<file path="src/rtl/ad1939_pkg.sv">
// rtl/ad1939_pkg.sv - shared constants and FSM state type for the AD1939 ADC I2S receiver
package ad1939_pkg;

    localparam int DATA_W_DEF      = 24;
    localparam int SLOT_W_DEF      = 32;
    localparam int SYNC_STAGES_DEF = 2;

    localparam logic CH_LEFT  = 1'b0;
    localparam logic CH_RIGHT = 1'b1;

    typedef enum logic [1:0] {
        IDLE  = 2'd0,
        DELAY = 2'd1,
        SHIFT = 2'd2,
        PAD   = 2'd3
    } rx_state_t;

endpackage

</file>
<file path="src/rtl/ad1939_sync_edge_det.sv">
// rtl/ad1939_sync_edge_det.sv - multi-flop synchroniser with optional registered rising-edge pulse
module sync_edge_det #(
    parameter int STAGES  = 2,
    parameter bit EDGE_EN = 1'b1
) (
    input  logic clk,
    input  logic reset_n,
    input  logic din,
    output logic dout,
    output logic rise
);

    // STAGES must be at least 2
    logic [STAGES-1:0] sync_q;

    always_ff @(posedge clk or negedge reset_n) begin
        if (!reset_n) begin
            sync_q <= '0;
        end else begin
            sync_q <= {sync_q[STAGES-2:0], din};
        end
    end

    assign dout = sync_q[STAGES-1];

    generate
        if (EDGE_EN) begin : g_edge
            logic prev_q;
            logic rise_q;

            always_ff @(posedge clk or negedge reset_n) begin
                if (!reset_n) begin
                    prev_q <= 1'b0;
                    rise_q <= 1'b0;
                end else begin
                    prev_q <= sync_q[STAGES-1];
                    rise_q <= sync_q[STAGES-1] & ~prev_q;
                end
            end

            assign rise = rise_q;
        end else begin : g_no_edge
            assign rise = 1'b0;
        end
    endgenerate

endmodule

</file>
<file path="src/rtl/ad1939_adc_i2s_rx.sv">
// rtl/ad1939_adc_i2s_rx.sv - oversampling I2S deserialiser for the AD1939 ADC port with Avalon-ST output
module ad1939_adc_i2s_rx
    import ad1939_pkg::*;
#(
    parameter int DATA_W      = DATA_W_DEF,
    parameter int SLOT_W      = SLOT_W_DEF,
    parameter int SYNC_STAGES = SYNC_STAGES_DEF
) (
    input  logic              clk,
    input  logic              reset_n,
    input  logic              abclk,
    input  logic              alrclk,
    input  logic              asdata,
    output logic [DATA_W-1:0] ast_data,
    output logic              ast_channel,
    output logic              ast_valid,
    input  logic              ast_ready,
    output logic              overrun,
    output logic              frame_err,
    input  logic              clear_err
);

    localparam int CNT_W = $clog2(SLOT_W + 2);
    localparam int BIT_W = $clog2(DATA_W + 1);

    logic bit_strobe;
    logic lr_sync;
    logic sd_sync;
    logic unused_abclk_lvl;
    logic unused_lr_rise;
    logic unused_sd_rise;

    sync_edge_det #(.STAGES(SYNC_STAGES), .EDGE_EN(1'b1)) u_sync_abclk (
        .clk     (clk),
        .reset_n (reset_n),
        .din     (abclk),
        .dout    (unused_abclk_lvl),
        .rise    (bit_strobe)
    );

    sync_edge_det #(.STAGES(SYNC_STAGES), .EDGE_EN(1'b0)) u_sync_alrclk (
        .clk     (clk),
        .reset_n (reset_n),
        .din     (alrclk),
        .dout    (lr_sync),
        .rise    (unused_lr_rise)
    );

    sync_edge_det #(.STAGES(SYNC_STAGES), .EDGE_EN(1'b0)) u_sync_asdata (
        .clk     (clk),
        .reset_n (reset_n),
        .din     (asdata),
        .dout    (sd_sync),
        .rise    (unused_sd_rise)
    );

    rx_state_t         state_q, state_d;
    logic              lr_q, lr_d;
    logic              primed_q, primed_d;
    logic [CNT_W-1:0]  cnt_q, cnt_d;
    logic [BIT_W-1:0]  bits_q, bits_d;
    logic [DATA_W-1:0] shreg_q, shreg_d;
    logic              chan_q, chan_d;
    logic [DATA_W-1:0] shift_word;
    logic              lr_change;
    logic              load;
    logic              frame_evt;
    logic              overrun_evt;

    // primed blocks a bogus "change" against the reset value of lr_q on the first strobe
    assign lr_change  = primed_q && (lr_sync != lr_q);
    assign shift_word = {shreg_q[DATA_W-2:0], sd_sync};

    always_comb begin
        state_d   = state_q;
        lr_d      = lr_q;
        primed_d  = primed_q;
        cnt_d     = cnt_q;
        bits_d    = bits_q;
        shreg_d   = shreg_q;
        chan_d    = chan_q;
        load      = 1'b0;
        frame_evt = 1'b0;

        if (bit_strobe) begin
            lr_d     = lr_sync;
            primed_d = 1'b1;

            if (lr_change) begin
                cnt_d = CNT_W'(1);
            end else if (cnt_q != CNT_W'(SLOT_W + 1)) begin
                cnt_d = cnt_q + 1'b1;
            end

            // The strobe that reveals an alrclk change is the I2S delay bit; the MSB follows
            unique case (state_q)
                IDLE: begin
                    if (lr_change) begin
                        state_d = DELAY;
                        chan_d  = lr_sync;
                    end
                end
                DELAY: begin
                    if (lr_change) begin
                        frame_evt = 1'b1;
                        chan_d    = lr_sync;
                    end else begin
                        shreg_d = shift_word;
                        bits_d  = BIT_W'(1);
                        state_d = SHIFT;
                    end
                end
                SHIFT: begin
                    if (lr_change) begin
                        frame_evt = 1'b1;
                        chan_d    = lr_sync;
                        state_d   = DELAY;
                    end else begin
                        shreg_d = shift_word;
                        bits_d  = bits_q + 1'b1;
                        if (bits_q == BIT_W'(DATA_W - 1)) begin
                            load    = 1'b1;
                            state_d = PAD;
                        end
                    end
                end
                PAD: begin
                    if (lr_change) begin
                        state_d = DELAY;
                        chan_d  = lr_sync;
                    end
                end
                default: state_d = IDLE;
            endcase

            if (state_q != IDLE && !lr_change && cnt_q == CNT_W'(SLOT_W)) begin
                frame_evt = 1'b1;
                state_d   = IDLE;
            end
        end
    end

    always_ff @(posedge clk or negedge reset_n) begin
        if (!reset_n) begin
            state_q  <= IDLE;
            lr_q     <= 1'b0;
            primed_q <= 1'b0;
            cnt_q    <= '0;
            bits_q   <= '0;
            shreg_q  <= '0;
            chan_q   <= CH_LEFT;
        end else begin
            state_q  <= state_d;
            lr_q     <= lr_d;
            primed_q <= primed_d;
            cnt_q    <= cnt_d;
            bits_q   <= bits_d;
            shreg_q  <= shreg_d;
            chan_q   <= chan_d;
        end
    end

    assign overrun_evt = load && ast_valid && !ast_ready;

    always_ff @(posedge clk or negedge reset_n) begin
        if (!reset_n) begin
            ast_data    <= '0;
            ast_channel <= CH_LEFT;
            ast_valid   <= 1'b0;
            overrun     <= 1'b0;
            frame_err   <= 1'b0;
        end else begin
            if (load) begin
                ast_data    <= shift_word;
                ast_channel <= chan_q;
                ast_valid   <= 1'b1;
            end else if (ast_valid && ast_ready) begin
                ast_valid <= 1'b0;
            end

            if (overrun_evt) begin
                overrun <= 1'b1;
            end else if (clear_err) begin
                overrun <= 1'b0;
            end

            if (frame_evt) begin
                frame_err <= 1'b1;
            end else if (clear_err) begin
                frame_err <= 1'b0;
            end
        end
    end

endmodule

</file>
<file path="config.mk">
export PLATFORM = sky130hd
export DESIGN_NAME = ad1939_adc_i2s_rx
export DESIGN_NICKNAME = d
export VERILOG_FILES = /design/src/rtl/ad1939_pkg.sv /design/src/rtl/ad1939_sync_edge_det.sv /design/src/rtl/ad1939_adc_i2s_rx.sv
export SDC_FILE = /design/constraint.sdc
export NUM_CORES = 1
export LEC_CHECK = 0
export CORE_MARGIN = 3
export CORE_UTILIZATION = 55
export DETAILED_ROUTE_END_ITERATION = 16
export GPL_TIMING_DRIVEN = 0
export PLACE_DENSITY = 0.78
export REMOVE_ABC_BUFFERS = 1
export SLEW_MARGIN = 20
export SYNTH_ARGS = -nofsm -noshare
export SYNTH_HDL_FRONTEND = slang
export SYNTH_SLANG_ARGS = --single-unit
</file>
<file path="constraint.sdc">
create_clock -name clk -period 2.01 [get_ports clk]
set_clock_uncertainty 0.2 [all_clocks]
set_input_delay 0.402 -clock clk [delete_from_list [all_inputs] [get_ports clk]]
set_output_delay 0.402 -clock clk [all_outputs]
set_load 0.02 [all_outputs]
</file>
==> results.md <==
* Drt drc at 0
* Die Ht at ~80 µm
* #FFs+latches synth at 75
* First-pass GRT wire length at 8600 µm
* Worst Reg-to-Reg Cells at 4
* Hold Violations, Final at 0
* TritonCTS Buffers at 9
* Max-cap viol count at 0
* Leakage at 1.84 nW
* Status: complete, no violations
* Fill cells at 388
* Pwr dens at 961 mW/mm²
* Mapped cell area at 0.00317 mm²
* Yosys top cell area share at 0.592
* Distinct cell type count of the synthesized netlist at 40
* Ys flop type: dfrtp_1
* CP Capture Type: output pin
* Most instantiated library cell after synthesis: dfrtp_1
* Synth area leader: dfrtp_1
* Via count at 1857
* Number of top-level pins at 35
* Yosys warning total at 0
* Post-synth EDFFs at 0
* WL final at 5380 µm
* Row cnt at 27
* Overflow after GRT at 0
* Hold path cells at 0
* Clock root buffer: clkbuf_8
* # placed instances at 320
* Reg-to-Reg End: chan_q
* Final setup viols at 0
* Commonest cells in the netlist: dfrtp_1, mux2_2, mux2_4
* Req. time, crit path at 1410 ps
* Largest net degree at the start of global routing at 59
* Gate Count Post-Synth at 218
* Wire length per cell at 15.9 µm
* Critical path's top delay family: buffers and inverters
* Critical Path AT at between 1000 and 1500 ps
* Initial antenna violation count at 0
* Mapped Avg Cell Area at 14.5 µm²
* ANT cells at 0
* Port Buffers at 34
* FF+latch area at about 0.0019 mm²
* Area of the multi-input gates at 0.00124 mm²
* DRT Pass-1 Iters at 4
* Die Area at roughly 0.0067 mm²
* DP HPWL at 3440 µm
* Non-Filler Instances at 339
* Slew of the pin with the lowest slew margin at 627 ps
* Initial Util at 0.572
* Core ar. at about 0.0055 mm²
* Clk_lat worst skew at 350 ps
* Final antenna-violating net count at 0
* Fmax at 0.512 GHz
* Fin crit share at 0.971
* CTS tree: done
* Post-synthesis sequential area ratio at 0.592
* Crit path buf inv count at 1
* Largest cells by area after synthesis: dfrtp_1, mux2_2, mux2_4
* Setup crit start kind: flop
* Chip width at between 80 and 90 µm
* Post-layout net count at 278
* CP max stage delay at 630 ps
* Clock tree buffer depth at 2
* GR Util All Layers at 0.175
* Hold_sp: u_sync_alrclk.sync_q[0]
* Crit-path max FO at 2
* Share of post-route cells with drive strength above 1 at 0.303
* WS Path Type: reg -> out
* Worst rel slew slack at 0.578
* R2r setup slk at roughly 90 ps
* Worst r2r src: lr_q
* Worst Hold Path EP: u_sync_alrclk.sync_q[1]
* Fin crit period at roughly 2000 ps
* Layout Area Growth over Synthesis at 21.4%
* Placer congestion estimate at 0.824
* Maximum VDD drop at around 750 µV
* H-tree levels at 3
* Worst hold slack at 151 ps
* Clk slew on worst S/H paths at 80 ps
* Vias in the first global route at 1799
* Sink Count at 75
* CP max stage cell: clkdlybuf4s50_1
* Fin. max-slew vios at 0
* RSZ-0062 raised after global routing: true
* HP Class: reg -> reg
* Vias per cell at 5.48
* Async S/R FF share, synth at 1.00
* Initial DRC Count at slightly above 80
* Critical-path cell list: clkdlybuf4s50_1
-- worst reg2reg max path, delay by kind of cell (launching register included) --
kind,cells,cell delay (ps)
flip-flops,1,430
XOR/XNOR,1,390
multiplexers,1,370
AO/OA/AOI/OAI,1,250
AND/OR/NAND/NOR,1,170
-- kinds of logic after synthesis --
family	count (synthesis)	share of synthesized area
flip-flops	75	0.592
multiplexers	52	0.205
adder cells (fa/ha/maj)	9	0.0355
AND/OR/NAND/NOR	27	0.0521
AO/OA/AOI/OAI	36	0.0794
XOR/XNOR	2	0.00790
buffers and inverters	17	0.0272
-- report_power, final --
| part | internal [mW] | switching (mW) |
|---|---|---|
| Sequential | 1.68 | 0.185 |
| Combinational | 0.321 | 0.359 |
| Clock | 0.579 | 0.567 |
| Total | 2.58 | 1.11 |
-- metrics by stage --
stage | setup TNS [ps] | util | area [µm²] | setup WS (ps) | total power [mW]
floorplan | 0 | - | 3130 | 105 | 2.34
global placement | -165610 | 0.642 | 3560 | -2180 | 2.50
detailed placement | -3910 | 0.647 | 3580 | -150 | 2.54
CTS | -6.47 | 0.689 | 3820 | -5.75 | 3.73
global route | -165 | 0.694 | 3840 | -18.3 | 3.92
finish | 0 | 0.694 | 3840 | 58.8 | 3.70
-- metal layers --
metal	track usage	wire, µm	vias to the layer above
met3	0.0658	223	10
met2	0.263	2560	31
met5	0	0	-
met1	0.230	2510	936
li1	-	-	880
met4	0.0731	90	0
-- sequential cells by signal (all words and copies together) (netlist names) --
name,cells
lr_q,1
primed_q,1
u_sync_abclk.g_edge.prev_q,1
u_sync_abclk.sync_q,2
ast_data,24
shreg_q,23
u_sync_alrclk.sync_q,2
cnt_q,6
ast_valid,1
state_q,2
chan_q,1
overrun,1
frame_err,1
bits_q,5
u_sync_asdata.sync_q,2
ast_channel,1
u_sync_abclk.rise,1
-- timing repair --
action	4_1_cts	5_1_grt
endpoints found under the setup margin	48	19
buffers inserted	0	1
endpoints found under the hold margin	17	0
cloned	1	0
hold buffers	1	0
gates resized for setup	4	2
pin swaps	2	1
-- cells in the final DEF, fill, tap and decap left out, types with 5 or more instances in the layout --
master,instances
nand2_1,7
inv_1,11
mux2_4,18
ha_1,8
nand3_1,5
o21ai_0,12
mux2_2,32
clkbuf_8,9
dfrtp_1,75
clkdlybuf4s50_1,33
-- worst max-delay path by stage --
stage                            start                      to  slack [ps]  cells past startpoint
after floorplan                   lr_q             ast_channel         110                      4
after global placement         reset_n  u_sync_abclk.sync_q[0]       -2180                      1
after detailed placement    state_q[0]            ast_data[18]        -150                      4
after CTS                         lr_q            ast_data[18]          -6                      4
after global routing              lr_q                  chan_q         -20                      4
final                     ast_data[16]            ast_data[16]          60                      1
-- area by class of cell --
class | count | share of cell area
Sequential cell | 75 | 0.488
Multi-Input combinational cell | 127 | 0.322
Timing Repair Buffer | 37 | 0.103
Clock buffer | 9 | 0.0322
Tap cell | 72 | 0.0234
Clock inverter | 7 | 0.0199
Inverter | 12 | 0.0117
No activity file was read; power rests on OpenSTA's default activity.
